==> config.mk <==
export PLATFORM = sky130hd
export DESIGN_NAME = ascon_enc_sequencer
export DESIGN_NICKNAME = d
export VERILOG_FILES = /design/src/rtl/ascon_enc_sequencer.sv
export SDC_FILE = /design/constraint.sdc
export NUM_CORES = 2
export LEC_CHECK = 0
export ABC_AREA = 1
export BUFFER_PORTS_ARGS = -buffer_cell sky130_fd_sc_hd__buf_2
export CAP_MARGIN = 20
export CORE_AREA = 5 5 592 594
export DETAILED_ROUTE_END_ITERATION = 10
export DIE_AREA = 0 0 597 599
export MAX_ROUTING_LAYER = met4
export SLEW_MARGIN = 20
export SYNTH_ARGS = -nofsm -noshare
export SYNTH_HDL_FRONTEND = slang
export SYNTH_SLANG_ARGS = --single-unit
==> constraint.sdc <==
create_clock -name clk -period 3.19 [get_ports clk]
set_clock_uncertainty 0.2 [all_clocks]
set_input_delay 0.638 -clock clk [delete_from_list [all_inputs] [get_ports clk]]
set_output_delay 0.638 -clock clk [all_outputs]
set_load 0.005 [all_outputs]
==> src/rtl/ascon_enc_sequencer.sv <==
// ascon_enc_sequencer
// Round-serial ASCON-128 encryption controller. Holds the 320-bit state and
// drives an external single-round permutation unit for one round per clock
// through INIT (12 rounds), three AD groups (6 rounds each), one plaintext
// group (6 rounds) and FINAL (12 rounds): 48 round edges per message.
module ascon_enc_sequencer (
   input  logic          clk,
   input  logic          rst,
   input  logic          start,
   input  logic [63:0]   iv,
   input  logic [63:0]   k0,
   input  logic [63:0]   k1,
   input  logic [63:0]   n0,
   input  logic [63:0]   n1,
   input  logic [63:0]   d0,
   input  logic [63:0]   d1,
   input  logic [63:0]   d2,
   input  logic [63:0]   pln0,
   input  logic [63:0]   pln1,
   output logic [319:0]  perm_in,
   output logic [7:0]    rc,
   input  logic [319:0]  perm_out,
   output logic          busy,
   output logic          done,
   output logic [63:0]   out0,
   output logic [63:0]   out1,
   output logic [63:0]   tag0,
   output logic [63:0]   tag1
);

   localparam logic [2:0] S_IDLE  = 3'd0;
   localparam logic [2:0] S_INIT  = 3'd1;
   localparam logic [2:0] S_AD    = 3'd2;
   localparam logic [2:0] S_PT    = 3'd3;
   localparam logic [2:0] S_FINAL = 3'd4;

   // 12-round phases count 0..11, 6-round phases count 6..11; both end at 11
   localparam logic [3:0] RND_FIRST_FULL = 4'd0;
   localparam logic [3:0] RND_FIRST_HALF = 4'd6;
   localparam logic [3:0] RND_LAST       = 4'd11;
   localparam logic [1:0] BLK_LAST       = 2'd2;

   // control state
   logic [2:0]   state_q, state_d;
   logic [3:0]   rnd_q, rnd_d;
   logic [1:0]   blk_q, blk_d;
   logic         busy_q, busy_d;
   logic         done_q, done_d;

   // cipher state
   logic [319:0] x_q, x_d;

   // operands latched at accept; later input changes are ignored
   logic [63:0]  k0_q, k0_d;
   logic [63:0]  k1_q, k1_d;
   logic [63:0]  ad0_q, ad0_d;
   logic [63:0]  ad1_q, ad1_d;
   logic [63:0]  ad2_q, ad2_d;
   logic [63:0]  pln0_q, pln0_d;
   logic [63:0]  pln1_q, pln1_d;

   // result registers, written only at their own phase-end edges
   logic [63:0]  out0_q, out0_d;
   logic [63:0]  out1_q, out1_d;
   logic [63:0]  tag0_q, tag0_d;
   logic [63:0]  tag1_q, tag1_d;

   // round unit result split into the five state words
   logic [63:0]  y0, y1, y2, y3, y4;
   logic         phase_end;
   logic [63:0]  ad_next;

   assign y0 = perm_out[319:256];
   assign y1 = perm_out[255:192];
   assign y2 = perm_out[191:128];
   assign y3 = perm_out[127:64];
   assign y4 = perm_out[63:0];

   assign phase_end = (rnd_q == RND_LAST);

   // AD word absorbed after the current group: group 0 is followed by d1, group 1 by d2
   assign ad_next = (blk_q == 2'd0) ? ad1_q : ad2_q;

   // round constant for this cycle; IDLE always shows the first constant
   always_comb begin
      rc = 8'hF0;
      if (state_q != S_IDLE) begin
         rc = 8'hF0 - (8'h0F * {4'd0, rnd_q});
      end
   end

   // next-state logic: accept in IDLE, otherwise one round per cycle with phase-end injections
   always_comb begin
      state_d = state_q;
      rnd_d   = rnd_q;
      blk_d   = blk_q;
      busy_d  = busy_q;
      done_d  = 1'b0;
      x_d     = x_q;
      k0_d    = k0_q;
      k1_d    = k1_q;
      ad0_d   = ad0_q;
      ad1_d   = ad1_q;
      ad2_d   = ad2_q;
      pln0_d  = pln0_q;
      pln1_d  = pln1_q;
      out0_d  = out0_q;
      out1_d  = out1_q;
      tag0_d  = tag0_q;
      tag1_d  = tag1_q;

      case (state_q)
         S_IDLE: begin
            if (start) begin
               x_d     = {iv, k0, k1, n0, n1};
               k0_d    = k0;
               k1_d    = k1;
               ad0_d   = d0;
               ad1_d   = d1;
               ad2_d   = d2;
               pln0_d  = pln0;
               pln1_d  = pln1;
               rnd_d   = RND_FIRST_FULL;
               blk_d   = 2'd0;
               busy_d  = 1'b1;
               state_d = S_INIT;
            end
         end

         S_INIT: begin
            x_d   = perm_out;
            rnd_d = rnd_q + 4'd1;
            if (phase_end) begin
               // key into the capacity, then absorb the first AD word
               x_d     = {y0 ^ ad0_q, y1, y2, y3 ^ k0_q, y4 ^ k1_q};
               blk_d   = 2'd0;
               rnd_d   = RND_FIRST_HALF;
               state_d = S_AD;
            end
         end

         S_AD: begin
            x_d   = perm_out;
            rnd_d = rnd_q + 4'd1;
            if (phase_end) begin
               rnd_d = RND_FIRST_HALF;
               if (blk_q != BLK_LAST) begin
                  x_d   = {y0 ^ ad_next, y1, y2, y3, y4};
                  blk_d = blk_q + 2'd1;
               end else begin
                  // domain separation bit, then the first plaintext block
                  x_d     = {y0 ^ pln0_q, y1, y2, y3, y4 ^ 64'd1};
                  out0_d  = y0 ^ pln0_q;
                  state_d = S_PT;
               end
            end
         end

         S_PT: begin
            x_d   = perm_out;
            rnd_d = rnd_q + 4'd1;
            if (phase_end) begin
               // last plaintext block, then key into x1/x2 before finalization
               x_d     = {y0 ^ pln1_q, y1 ^ k0_q, y2 ^ k1_q, y3, y4};
               out1_d  = y0 ^ pln1_q;
               rnd_d   = RND_FIRST_FULL;
               state_d = S_FINAL;
            end
         end

         S_FINAL: begin
            x_d   = perm_out;
            rnd_d = rnd_q + 4'd1;
            if (phase_end) begin
               tag0_d  = y3 ^ k0_q;
               tag1_d  = y4 ^ k1_q;
               done_d  = 1'b1;
               busy_d  = 1'b0;
               rnd_d   = RND_FIRST_FULL;
               state_d = S_IDLE;
            end
         end

         default: begin
            // unreachable encodings recover to IDLE
            state_d = S_IDLE;
            rnd_d   = RND_FIRST_FULL;
            blk_d   = 2'd0;
            busy_d  = 1'b0;
         end
      endcase
   end

   // state registers with synchronous reset that also clears the visible results
   always_ff @(posedge clk) begin
      if (rst) begin
         state_q <= S_IDLE;
         rnd_q   <= 4'd0;
         blk_q   <= 2'd0;
         busy_q  <= 1'b0;
         done_q  <= 1'b0;
         x_q     <= 320'd0;
         k0_q    <= 64'd0;
         k1_q    <= 64'd0;
         ad0_q   <= 64'd0;
         ad1_q   <= 64'd0;
         ad2_q   <= 64'd0;
         pln0_q  <= 64'd0;
         pln1_q  <= 64'd0;
         out0_q  <= 64'd0;
         out1_q  <= 64'd0;
         tag0_q  <= 64'd0;
         tag1_q  <= 64'd0;
      end else begin
         state_q <= state_d;
         rnd_q   <= rnd_d;
         blk_q   <= blk_d;
         busy_q  <= busy_d;
         done_q  <= done_d;
         x_q     <= x_d;
         k0_q    <= k0_d;
         k1_q    <= k1_d;
         ad0_q   <= ad0_d;
         ad1_q   <= ad1_d;
         ad2_q   <= ad2_d;
         pln0_q  <= pln0_d;
         pln1_q  <= pln1_d;
         out0_q  <= out0_d;
         out1_q  <= out1_d;
         tag0_q  <= tag0_d;
         tag1_q  <= tag1_d;
      end
   end

   assign perm_in = x_q;
   assign busy    = busy_q;
   assign done    = done_q;
   assign out0    = out0_q;
   assign out1    = out1_q;
   assign tag0    = tag0_q;
   assign tag1    = tag1_q;

endmodule

Word level (Yosys, flattened, before mapping):

Cells that the tools add are included.

* $add $sub $neg: 3
* multiply operators: 1
* eq/ne operators: 13
* mux-type cells: 28
* bitwise logic cells: 13
* reduce and logical (&&, ||, !) cells: 16

Operators with widths (count)
* $mux W320: 5
* $pmux W320 S5: 1
* $xor A64 B64 Y64: 8
* $mux W64: 1
* $mux W3: 6
* $ne A2 B2 Y1 const B: 8
* $pmux W3 S5: 1
* $mux W4: 3
* $pmux W4 S3: 1
* $mul A4 B4 Y8 const A: 1
* $mux W2: 4
* $mux W8: 1
* $pmux W2 S4: 1
* $reduce_and A2 Y1: 4
* $sub A8 B8 Y8 const A: 1
* $eq A3 B2 Y1 const B: 2
* $reduce_and A3 Y1: 2
* $reduce_and A6 Y1: 1
* $reduce_or A2 Y1: 3
* $not A1 Y1: 5
* $reduce_and A5 Y1: 1
* $reduce_bool A5 Y1: 1
* $add A4 B1 Y4 const B: 1
* $eq A4 B4 Y1 const B: 1
* other kinds (9): 11

* register bits after elaboration: 1035
* input bits: 963
* output and inout bits: 586
* word-level logic and storage cells: 91

Longest topological paths before layout:

* word-level depth: 6
* gate-level depth with buffers: 14
* mapped depth without buffers: 14

Least setup slack after synthesis:

OpenSTA, ideal clock, no wires.

* kind: register to output
* start: register rnd_q[1]
* end: output rc[6]
* data arrival time: 2.704 ns
* required time: 2.352 ns
* path slack: -0.352 ns
* cell stages (with the launch flop): 14
* path buffers: 2
* cell sequence: dfxtp_1 > ha_1 > buf_2 > buf_1 > inv_1 > fa_1 > ha_1 > fa_1 > nand2_1 > inv_1 > o21a_1 > nor2_1 > a21oi_1 > o21ai_0

* cells in the longest elaborated chain, start to end: 3

Ends and longest elaborated chain
* start: declaration: RTL line 45 `logic [3:0] rnd_q, rnd_d;`
* start signal: assignment: RTL line 216 `rnd_q <= rnd_d;`
* $mul A4 B4 Y8: RTL line 88 `rc = 8'hF0 - (8'h0F * {4'd0, rnd_q});`
* $sub A8 B8 Y8: RTL line 88
* $mux W8: RTL line 87 `if (state_q != S_IDLE) begin`
* end: declaration: RTL line 21 `output logic [7:0] rc,`

Every way passes these cells.

Worst setup path in the final report:

* start: register rnd_q[2]
* end: output rc[6]

Same word-level chain as after synthesis.

==> flow_metrics.py <==
metrics = {
    "routing": {
        "routed_wirelength_um": 367000,
        "number_of_iterations_in_the_first_detailed_routing_pass": 7,
        "via_count": 64300,
        "drt.antenna.violating_nets": 0,
        "drcViolationCount": 0,
        "post_dr_wirelength_cell_um": 25.5,
        "drt-vias-per-instance": 4.47,
        "drc_marker_count_from_the_first_detailed_route_iteration": 7375,
    },
    "timing": {
        "final_max_slew_viol_count": 0,
        "total_negative_slack_for_setup_checks_ns": -3.40,
        "fmax_ghz": 0.243,
        "timing.final.hold_violations": 0,
        "tightestPinTransition_ns": 0.889,
        "rsz0062_at_grt": "yes",
        "ratio_of_final_minimum_period_to_clock_period_pct": 129,
        "final.min_clock_period_ns": 4.11,
        "fin_hold_ws_ns": 0.0976,
        "max-slew-margin-rel_pct": 40.8,
        "setup_viol_count_final": 5,
        "worst_slack_ns": -0.918,
    },
    "clock_tree": {
        "insertion_delay_ns": 0.80,
        "cts_tree": "built",
        "clock-sinks": 1035,
        "cts.htree.levels": 4,
        "cts.reportedPaths.clkPinSlew_ns": 0.06,
        "clk_root_buffer_cell": "sky130_fd_sc_hd__clkbuf_16",
        "clk_path_buf_depth": 4,
        "cts_made_buffers": 135,
    },
    "power_and_ir_drop": {
        "power.clock.fraction_pct": 25.7,
        "seq_power_share_pct": 30.2,
        "p_sw_share_pct": 43.0,
        "cell_int_power_mw": 35.1,
        "pwr_density_cell_mw_per_mm2": 787,
        "power.combinational.fraction_pct": 44.1,
        "report.power.total_mw": 61.6,
        "net-switching-power_mw": 26.5,
        "power.leakage_nw": 34.4,
        "vdd_ir_drop_max_v": 0.000446,
    },
    "placed_design": {
        "dp_cells": 13100,
        "routabilityCongestion": 0.975,
        "pre_cts_slack_ns": -0.227,
        "place.port_buffers": 1548,
        "place.detailed.hpwl_um": 286000,
    },
    "cells_and_area": {
        "layout-area-overhead-vs-synth_pct": 58.4,
        "final_common_cell": "sky130_fd_sc_hd__buf_2",
        "finalNonFillerCells": 14400,
        "largest_register_ff_count": 320,
        "nFillCells": 38300,
        "final_nets": 10600,
        "layout.cells.most_common_list": "sky130_fd_sc_hd__buf_2, sky130_fd_sc_hd__nand2_1, sky130_fd_sc_hd__a21oi_1, sky130_fd_sc_hd__dfxtp_1, sky130_fd_sc_hd__dlygate4sd3_1",
        "drive_above_1_share_pct": 21.6,
    },
    "run_status": {
        "status": "finished with violations",
        "failing_checks": "setup timing",
    },
    "synthesis": {
        "synthesis.nets": 8219,
        "yosys_register_bits": 1035,
        "post_synth_num_cell_types": 31,
        "yosys_most_used_dff": "sky130_fd_sc_hd__dfxtp_1",
        "synth.top_cell.area_share_pct": 41.9,
        "synthesis.instances": 7233,
        "synth_enable_flop_cells": 0,
        "syn-mean-instance-area_um2": 6.83,
        "biggest_area_consumer_among_synthesized_cells": "sky130_fd_sc_hd__dfxtp_1",
        "yosysWarningCount": 0,
        "top_cells_by_area_in_the_synthesized_netlist": "sky130_fd_sc_hd__dfxtp_1, sky130_fd_sc_hd__nand2_1, sky130_fd_sc_hd__a21oi_1, sky130_fd_sc_hd__o21ai_0, sky130_fd_sc_hd__nor2_1",
        "synthArstFlopShare_pct": 0,
        "seq_area_frac_synth_pct": 41.9,
        "post_synthesis_instance_area_mm2": 0.0494,
    },
    "global_route": {
        "grt_pass1_wl_um": 489000,
        "first_global_vias": 59700,
        "gr_usage_total_pct": 19.8,
        "grt_start_max_net_pins": 129,
        "antenna_found_initial": 205,
        "grt_overflow": 0,
    },
    "setup_path": {
        "critical_path_arrival_ns": 3.27,
        "setup.worst_path.end_class": "output pin",
        "cp_max_fo": 2,
        "crit-reg2reg-launch": "rnd_q[1]",
        "timing.critical_path.from": "rnd_q[2]",
        "cp_data_required_time_ns": 2.35,
        "critPathLaunchType": "flip-flop",
        "category_of_the_most_critical_setup_path": "flip-flop to output pin",
    },
    "hold_path": {
        "worst_hold_check_path_type": "input port to flip-flop",
        "hold_path_startpoint": "d0[44]",
    },
    "die": {
        "die_height_um": 599,
        "std_cell_rows": 216,
        "floorplan.initialDensity_pct": 14.3,
        "coreArea_mm2": 0.345,
        "die_width_um": 597,
        "floorplan.io_pins": 1549,
        "floorplan.die_area_mm2": 0.358,
    },
    "flow_run": {
        "max_cap_violations": 0,
    },
}
## Yosys cell counts, drive strengths merged (2+ instances only)
master	number
nor3	33
o21ai	810
nor2	847
nand3	560
nand2	1504
dfxtp	1035
fa	3
inv	333
a21o	2
ha	20
a22oi	127
clkbuf	377
a31oi	129
xnor2	2
xor2	224
a21oi	1034
buf	188
## power groups by stage
stage          logic, mW  clock network (mW)  registers [mW]
3_3_place_gp        24.4                   0            18.7
5_1_grt             29.1                16.7            18.8
3_5_place_dp        24.5                   0            18.7
6_report            27.2                15.8            18.6
2_1_floorplan       12.2                   0            18.0
4_1_cts             26.8                16.2            18.5
## worst max-delay path, stage by stage, from the launching register on
cell and delay (ns):
sky130_fd_sc_hd__dfxtp_2 0.33, sky130_fd_sc_hd__buf_6 0.12, sky130_fd_sc_hd__ha_4 0.25, sky130_fd_sc_hd__inv_2 0.03, sky130_fd_sc_hd__fa_1 0.44, sky130_fd_sc_hd__ha_2 0.21, sky130_fd_sc_hd__fa_2 0.40, sky130_fd_sc_hd__nand2_2 0.07
sky130_fd_sc_hd__inv_2 0.04, sky130_fd_sc_hd__o21a_1 0.18, sky130_fd_sc_hd__nor2_2 0.10, sky130_fd_sc_hd__a21oi_1 0.07, sky130_fd_sc_hd__o21ai_1 0.10, sky130_fd_sc_hd__buf_2 0.14
## logic make-up after synthesis
kind of cell               share of synthesized area (%)
DFF                                                 41.9
buffers and inverters                               7.18
adders and majority gates                          0.628
xor gates and xnor gates                            4.00
and+or+nand+nor                                     23.9
AOI/OAI and AO/OA                                   22.3
## repair_timing
item,in CTS,in global routing
hold buffers,952,0
resized for setup,17,11
buffers inserted,3,4
setup endpoints to repair,6,91
endpoints found under the hold margin,851,0
pin swaps,9,0
cloned,0,2
## worst paths after layout
check / to / slack, ns / depth (start not counted)
min: ad0_q[44] / 0.1 / 3
min reg2reg: out0[5] / 0.26 / 2
max reg2reg: perm_in[274] / 0.04 / 13
max: rc[6] / -0.92 / 13
## routing by layer
layer	track usage (%)	wire length, um	vias up
met2	31.7	170000	3900
met3	4.73	32600	965
met4	13.0	28900	0
met1	22.1	136000	30500
met5	-	0	-
li1	-	-	29000
## area by class of cell
cell class / instances / area, um2 / share of cell area, %
Antenna cell: 141 / 353 / 0.450
Multi-Input combinational cell: 5301 / 25400 / 32.5
Clock inverter: 45 / 508 / 0.649
Clock buffer: 187 / 3930 / 5.02
Inverter: 333 / 1280 / 1.64
Timing Repair Buffer: 2772 / 20400 / 26.0
Tap cell: 4578 / 5730 / 7.31
Sequential cell: 1035 / 20700 / 26.5
## stage by stage
step                util [%]  area, um2
floorplan                  -      49500
global placement        18.5      63800
detailed placement      18.5      63800
CTS                     22.6      77900
global route            22.7      78300
finish                  22.7      78300
No activity file was read; power rests on OpenSTA's default activity.
